`src/rtl/mem_pkg.sv`:
```
// Shared types and helpers for the MEM-stage data-memory access controller.
//   mem_state_t        : access FSM states
//   FAULT_DATA_DEFAULT : load result returned on an aborted or faulted load
//   be_for()           : byte enables for a given address low bits / access size
package mem_pkg;

    localparam int unsigned ADDR_W = 32;
    localparam int unsigned DATA_W = 32;
    localparam int unsigned BE_W   = 4;

    localparam logic [DATA_W-1:0] FAULT_DATA_DEFAULT = 32'hDEAD_BEEF;

    typedef enum logic [1:0] {
        IDLE = 2'd0,
        BUSY = 2'd1,
        DONE = 2'd2
    } mem_state_t;

    // One-hot lane for byte accesses, all lanes for word accesses.
    function automatic logic [BE_W-1:0] be_for(input logic [1:0] addr_lo, input logic byte_acc);
        return byte_acc ? (BE_W'(1) << addr_lo) : {BE_W{1'b1}};
    endfunction

endpackage

```
`src/rtl/mem_lane_align.sv`:
```
// Byte-lane steering between the core and the 32-bit data-memory bus.
//   st_lo_i/st_byte_i/st_wdata_i : store side address bits, size, raw data
//   st_be_o/st_wdata_o           : byte enables and lane-replicated store data
//   ld_lo_i/ld_byte_i/ld_rdata_i : load side address bits, size, bus data
//   ld_data_o                    : zero-extended load result
module mem_lane_align
    import mem_pkg::*;
(
    input  logic [1:0]        st_lo_i,
    input  logic              st_byte_i,
    input  logic [DATA_W-1:0] st_wdata_i,
    output logic [BE_W-1:0]   st_be_o,
    output logic [DATA_W-1:0] st_wdata_o,
    input  logic [1:0]        ld_lo_i,
    input  logic              ld_byte_i,
    input  logic [DATA_W-1:0] ld_rdata_i,
    output logic [DATA_W-1:0] ld_data_o
);

    logic [7:0] ld_byte_sel;

    // Store side: byte stores drive the same byte on every lane.
    always_comb begin
        st_be_o    = be_for(st_lo_i, st_byte_i);
        st_wdata_o = st_byte_i ? {4{st_wdata_i[7:0]}} : st_wdata_i;
    end

    // Load side: pick the addressed lane and zero-extend.
    always_comb begin
        ld_byte_sel = ld_rdata_i[7:0];
        case (ld_lo_i)
            2'd0: ld_byte_sel = ld_rdata_i[7:0];
            2'd1: ld_byte_sel = ld_rdata_i[15:8];
            2'd2: ld_byte_sel = ld_rdata_i[23:16];
            2'd3: ld_byte_sel = ld_rdata_i[31:24];
            default: ld_byte_sel = ld_rdata_i[7:0];
        endcase
        ld_data_o = ld_byte_i ? {24'h0, ld_byte_sel} : ld_rdata_i;
    end

endmodule

```
`src/rtl/mem_access_unit.sv`:
```
// MEM-stage access controller: turns a flagged load/store into one req/ack
// bus transaction, stalls the pipeline until ack or timeout, and presents
// aligned load data for one DONE cycle.
//   clk, reset (async, active-low)
//   MemReadM/MemWriteM/ByteM/ALUOutM/WriteDataM : access from EX/MEM
//   ReadDataM/StallM/MemFaultM                   : to pipeline (decoded)
//   dmem_req/we/addr/be/wdata                    : registered bus request
//   dmem_ack/dmem_rdata                          : bus response
module mem_access_unit
    import mem_pkg::*;
#(
    parameter int unsigned       TIMEOUT    = 16,
    parameter logic [DATA_W-1:0] FAULT_DATA = FAULT_DATA_DEFAULT
) (
    input  logic              clk,
    input  logic              reset,
    input  logic              MemReadM,
    input  logic              MemWriteM,
    input  logic              ByteM,
    input  logic [ADDR_W-1:0] ALUOutM,
    input  logic [DATA_W-1:0] WriteDataM,
    output logic [DATA_W-1:0] ReadDataM,
    output logic              StallM,
    output logic              MemFaultM,
    output logic              dmem_req,
    output logic              dmem_we,
    output logic [ADDR_W-1:0] dmem_addr,
    output logic [BE_W-1:0]   dmem_be,
    output logic [DATA_W-1:0] dmem_wdata,
    input  logic              dmem_ack,
    input  logic [DATA_W-1:0] dmem_rdata
);

    localparam int unsigned CNT_W = $clog2(TIMEOUT) + 1;
    localparam logic [CNT_W-1:0] CNT_LAST = CNT_W'(TIMEOUT - 1);

    mem_state_t        state_q, state_d;
    logic              req_q, req_d;
    logic              we_q, we_d;
    logic [ADDR_W-1:0] addr_q, addr_d;
    logic [BE_W-1:0]   be_q, be_d;
    logic [DATA_W-1:0] wdata_q, wdata_d;
    logic [1:0]        lo_q, lo_d;
    logic              byte_q, byte_d;
    logic [DATA_W-1:0] data_q, data_d;
    logic              fault_q, fault_d;
    logic [CNT_W-1:0]  cnt_q, cnt_d;

    logic              access_c;
    logic              misaligned_c;
    logic [BE_W-1:0]   be_c;
    logic [DATA_W-1:0] wdata_c;
    logic [DATA_W-1:0] ld_data_c;

    assign access_c     = MemReadM | MemWriteM;
    assign misaligned_c = !ByteM && (ALUOutM[1:0] != 2'b00);

    // Issue side uses live inputs; capture side uses the registered lane.
    mem_lane_align u_lane (
        .st_lo_i    (ALUOutM[1:0]),
        .st_byte_i  (ByteM),
        .st_wdata_i (WriteDataM),
        .st_be_o    (be_c),
        .st_wdata_o (wdata_c),
        .ld_lo_i    (lo_q),
        .ld_byte_i  (byte_q),
        .ld_rdata_i (dmem_rdata),
        .ld_data_o  (ld_data_c)
    );

    // State and bus request registers.
    always_ff @(posedge clk or negedge reset) begin
        if (!reset) begin
            state_q <= IDLE;
            req_q   <= 1'b0;
            we_q    <= 1'b0;
            addr_q  <= '0;
            be_q    <= '0;
            wdata_q <= '0;
            lo_q    <= '0;
            byte_q  <= 1'b0;
            data_q  <= '0;
            fault_q <= 1'b0;
            cnt_q   <= '0;
        end else begin
            state_q <= state_d;
            req_q   <= req_d;
            we_q    <= we_d;
            addr_q  <= addr_d;
            be_q    <= be_d;
            wdata_q <= wdata_d;
            lo_q    <= lo_d;
            byte_q  <= byte_d;
            data_q  <= data_d;
            fault_q <= fault_d;
            cnt_q   <= cnt_d;
        end
    end

    // Next-state logic; bus fields hold while BUSY.
    always_comb begin
        state_d = state_q;
        req_d   = req_q;
        we_d    = we_q;
        addr_d  = addr_q;
        be_d    = be_q;
        wdata_d = wdata_q;
        lo_d    = lo_q;
        byte_d  = byte_q;
        data_d  = data_q;
        fault_d = fault_q;
        cnt_d   = cnt_q;
        case (state_q)
            IDLE: begin
                if (access_c) begin
                    if (misaligned_c) begin
                        state_d = DONE;
                        fault_d = 1'b1;
                        data_d  = MemWriteM ? '0 : FAULT_DATA;
                    end else begin
                        state_d = BUSY;
                        req_d   = 1'b1;
                        we_d    = MemWriteM;
                        addr_d  = {ALUOutM[ADDR_W-1:2], 2'b00};
                        be_d    = be_c;
                        wdata_d = wdata_c;
                        lo_d    = ALUOutM[1:0];
                        byte_d  = ByteM;
                        fault_d = 1'b0;
                        data_d  = '0;
                        cnt_d   = '0;
                    end
                end
            end
            BUSY: begin
                if (dmem_ack) begin
                    state_d = DONE;
                    req_d   = 1'b0;
                    data_d  = we_q ? '0 : ld_data_c;
                end else if (cnt_q == CNT_LAST) begin
                    state_d = DONE;
                    req_d   = 1'b0;
                    fault_d = 1'b1;
                    data_d  = we_q ? '0 : FAULT_DATA;
                end else begin
                    cnt_d = cnt_q + CNT_W'(1);
                end
            end
            DONE: begin
                state_d = IDLE;
                fault_d = 1'b0;
                data_d  = '0;
            end
            default: state_d = IDLE;
        endcase
    end

    // Pipeline-facing decode; forced low while reset is asserted.
    always_comb begin
        StallM    = reset && (((state_q == IDLE) && access_c) || (state_q == BUSY));
        MemFaultM = reset && (state_q == DONE) && fault_q;
        ReadDataM = (state_q == DONE) ? data_q : '0;
    end

    assign dmem_req   = req_q;
    assign dmem_we    = we_q;
    assign dmem_addr  = addr_q;
    assign dmem_be    = be_q;
    assign dmem_wdata = wdata_q;

endmodule

```
`config.mk`:
```
export PLATFORM = sky130hd
export DESIGN_NAME = mem_access_unit
export DESIGN_NICKNAME = d
export VERILOG_FILES = /design/src/rtl/mem_pkg.sv /design/src/rtl/mem_lane_align.sv /design/src/rtl/mem_access_unit.sv
export SDC_FILE = /design/constraint.sdc
export NUM_CORES = 1
export LEC_CHECK = 0
export ABC_CLOCK_PERIOD_IN_PS = 1900
export CELL_PAD_IN_SITES_DETAIL_PLACEMENT = 1
export CELL_PAD_IN_SITES_GLOBAL_PLACEMENT = 1
export CORE_MARGIN = 1.5
export CORE_UTILIZATION = 29
export CTS_CLUSTER_DIAMETER = 120
export DETAILED_ROUTE_END_ITERATION = 12
export PLACE_DENSITY = 0.77
export SYNTH_ARGS = -nofsm -noshare
export SYNTH_HDL_FRONTEND = slang
export SYNTH_SLANG_ARGS = --single-unit
```
`constraint.sdc`:
```
create_clock -name clk -period 1.9 [get_ports clk]
set_input_delay 0.57 -clock clk [delete_from_list [all_inputs] [get_ports clk]]
set_output_delay 0.57 -clock clk [all_outputs]
set_load 0.01 [all_outputs]
```
==> metrics.cfg <==
[clock_network]
cts_inserted_buffers=9
clockRootBuffer=clkbuf_16
holdBufCountCts=0
clk_latency_ns=0.36
cts.sinks=111
cts-htree-levels=3
cts_buffer_depth=2
cts.clk_slew.worst_paths_ns=0.08
cts_tree=done

[sta]
post-route-min-period_ns=2.22
setup_viol=42
setup_slack_ns=-0.325
final.setup.tns_ns=-9.05
rsz0062_at_grt=true
worst_pin_slew_ns=1.02
slew_headroom=0.321
slew_violations=0
timing.fmax_ghz=0.450
final.setup_skew_ns=0.00876
hold_viol=0
fin_crit_sh=1.17

[synth]
ys.flop_type=dfrtp_1
async_flop_share=1.00
syn_area_per_cell_sq_um=9.21
synth_top_area_share=0.518
yosys-top-cells-count=173 x nand2_1, 111 x dfrtp_1, 36 x o21ai_0
synth_edf_count=0
synth_compound_area_frac=0.150
synthTopCellsByArea=dfrtp_1 52%, nand2_1 12%, mux2i_1 4.9%
synthCells=582
synth_top_family_by_area=simple AND/OR/NAND/NOR gates
yosysMostFrequentCell=nand2_1
synth.ff_latch_count=111
ys_types=46
synthSimpleGateAreaFrac=0.206
yosysSeqAreaShare=0.518
synth_fa_ha_area_frac=0.0140
synthMuxAreaShare=0.0612
syn-cell-area_sq_mm=0.00536
yosys_warnings=0
synthXorXnorAreaFrac=0
yosys.area.top_type=dfrtp_1

[grt]
grt_max_degree=76
grt_use_total=0.208
grt_pass1_wl_um=31800
grt_overflow=0
antenna_found_initial=0
grt_pass1_vias=5800

[worst_setup_path]
crit_type=flip-flop to primary output
cp_slowest_stage_delay_ns=0.43
slowest_stage=dfrtp_1
end_kind=primary output
crit_buf_inv=4
path_cells=buf_6 -> ha_4 -> buf_6 -> buf_16 -> and2_4 -> buf_6
critical_path_arrival_ns=1.65
crit_path_start_kind=flip-flop
cpLargestDelayFamily=buffers and inverters
cp.required_ns=1.33
crit_top_cell=buf_6
crit_fanout=8

[finish]
nFillCells=1997
layout.nets=950
ff_latch_area_sq_mm=0.00278
drive_above_1_share=0.249
antenna_cells=0
multiInputGateArea_sq_mm=0.00261
area_growth_pct=68.7
instances_no_fill=1076

[floorplan]
die_h_um=139
core_sq_mm=0.0180
top_level_ports=206
rows=49
initial_core_util=0.297
fp.dieW_um=139
dieArea_sq_mm=0.0193

[drt]
drt_iter0_drc=153
ant_nets=0
routedWlPerCell_um=18.7
drcViolationCount=0
routed_via_density=4.92
wl_um=20100
drtPass1Iterations=7
vias=5289

[placed_design]
place_congestion=0.837
numPortBuffers=203
dp_hpwl_um=13600
post-place-cells=1036

[outcome]
status=finished, violations left
violations=setup timing

[power_and_ir_drop]
comb_power_share=0.550
power_leakage_nw=4.34
internal_power_w=0.00844
switchingPower_w=0.00505
power_frac_seq=0.301
sw_frac_of_total=0.374
peakVddDrop_v=0.000695
clockPowerShare=0.149
p_per_area_mw_per_mm2=1490

[job]
drv_cap=0

[worst_hold_path]
min_path_type=input port to async pin

stage by stage:
| stage | setup WS, ns | power, W | utilization | hold slack, ns | area, sq um |
|---|---|---|---|---|---|
| floorplan | -0.00397 | 0.00681 | - | 0.274 | 5360 |
| global placement | -0.666 | 0.0102 | 0.446 | 0.457 | 8050 |
| global route | -0.342 | 0.0144 | 0.501 | 0.160 | 9040 |
| finish | -0.325 | 0.0135 | 0.501 | 0.145 | 9040 |
| CTS | -0.279 | 0.0133 | 0.486 | 0.145 | 8760 |
| detailed placement | -0.653 | 0.0104 | 0.446 | 0.462 | 8050 |
metal layers:
metal	global-route usage	vias up	routed length [um]	part of all wire
li1	-	2480	-	-
met1	0.253	2578	8310	0.41
met5	0	-	0	0
met2	0.347	207	9550	0.47
met4	0.0598	0	356	0.018
met3	0.0746	24	1920	0.095
state kept, by name, summed over array words and instances (netlist names):
name and flops:
byte_q 1, cnt_q 5, data_q 32, dmem_addr 30, dmem_be 4, dmem_req 1, dmem_wdata 32, dmem_we 1
fault_q 1, lo_q 2, state_q 2
path summary, 6_finish.rpt:
path                                           from                        to  slack (ns)  depth (start not counted)
setup / recovery             state_q[1]$_DFFE_PN0P_             ReadDataM[21]       -0.32                          6
hold / removal                                reset     data_q[4]$_DFFE_PN0P_        0.14                          2
setup reg to reg             state_q[1]$_DFFE_PN0P_    data_q[13]$_DFFE_PN0P_       -0.02                          9
hold reg to reg            dmem_addr[8]$_DFFE_PN0P_  dmem_addr[8]$_DFFE_PN0P_        0.47                          2
max in group asynchronous                     reset      dmem_req$_DFFE_PN0P_        0.56                          3
min in group clk           dmem_addr[8]$_DFFE_PN0P_  dmem_addr[8]$_DFFE_PN0P_        0.47                          2
power by group through the flow:
stage                     Sequential [W]  Combinational (W)  Clock, W
final                            0.00406            0.00742   0.00202
after floorplan                  0.00423            0.00258         0
after global placement           0.00401            0.00616         0
after detailed placement         0.00407            0.00630         0
after global routing             0.00419            0.00804   0.00214
after CTS                        0.00405            0.00714   0.00206
cells in the final DEF, fill, tap and decap left out, types with 3 or more instances in the layout:
master           Yosys  routed
o221ai_1             8       5
nand3_2              0       7
clkdlybuf4s50_1      0     149
mux2_2               6       6
or4b_1               3       3
mux2i_1             26      26
o21ai_0             36      30
a21oi_1             20      20
nand3_1             17      10
and3_4               0       3
o21ai_1              3       6
clkinv_4             0       3
buf_12               0       8
nand2_1            173     172
dlymetal6s2s_1       0      17
o22a_1              24      24
inv_1               21      19
buf_4                2      62
o21ai_2              0       3
ha_4                 0       4
a31oi_1              8       7
buf_6                0      46
nor2_1              12      11
dfrtp_1            111     111
clkbuf_16            0      11
and2_4               0      33
logic make-up (layout without fill, tap and decap cells):
logic type | after synthesis | in the layout
simple gates | 250 | 250
compound gates | 120 | 120
flops | 111 | 111
buf+inv | 62 | 326
mux | 32 | 32
fa+ha+maj | 6 | 6
other cells | 1 | 2
what timing repair did:
action	4_1_cts	5_1_grt
pin swaps	11	13
gates cloned	4	2
buffers inserted	11	8
setup endpoints to repair	72	93
resized for setup	232	54
layout make-up:
cell class                 instances  share of cell area
tap                              229              0.0317
inverter                          21             0.00927
clock inverter                     5             0.00720
multi-input combinational        410               0.288
clock buffer                      11              0.0269
timing repair buffer             289               0.329
sequential                       111               0.307
Power figures use the tool's default switching activity.
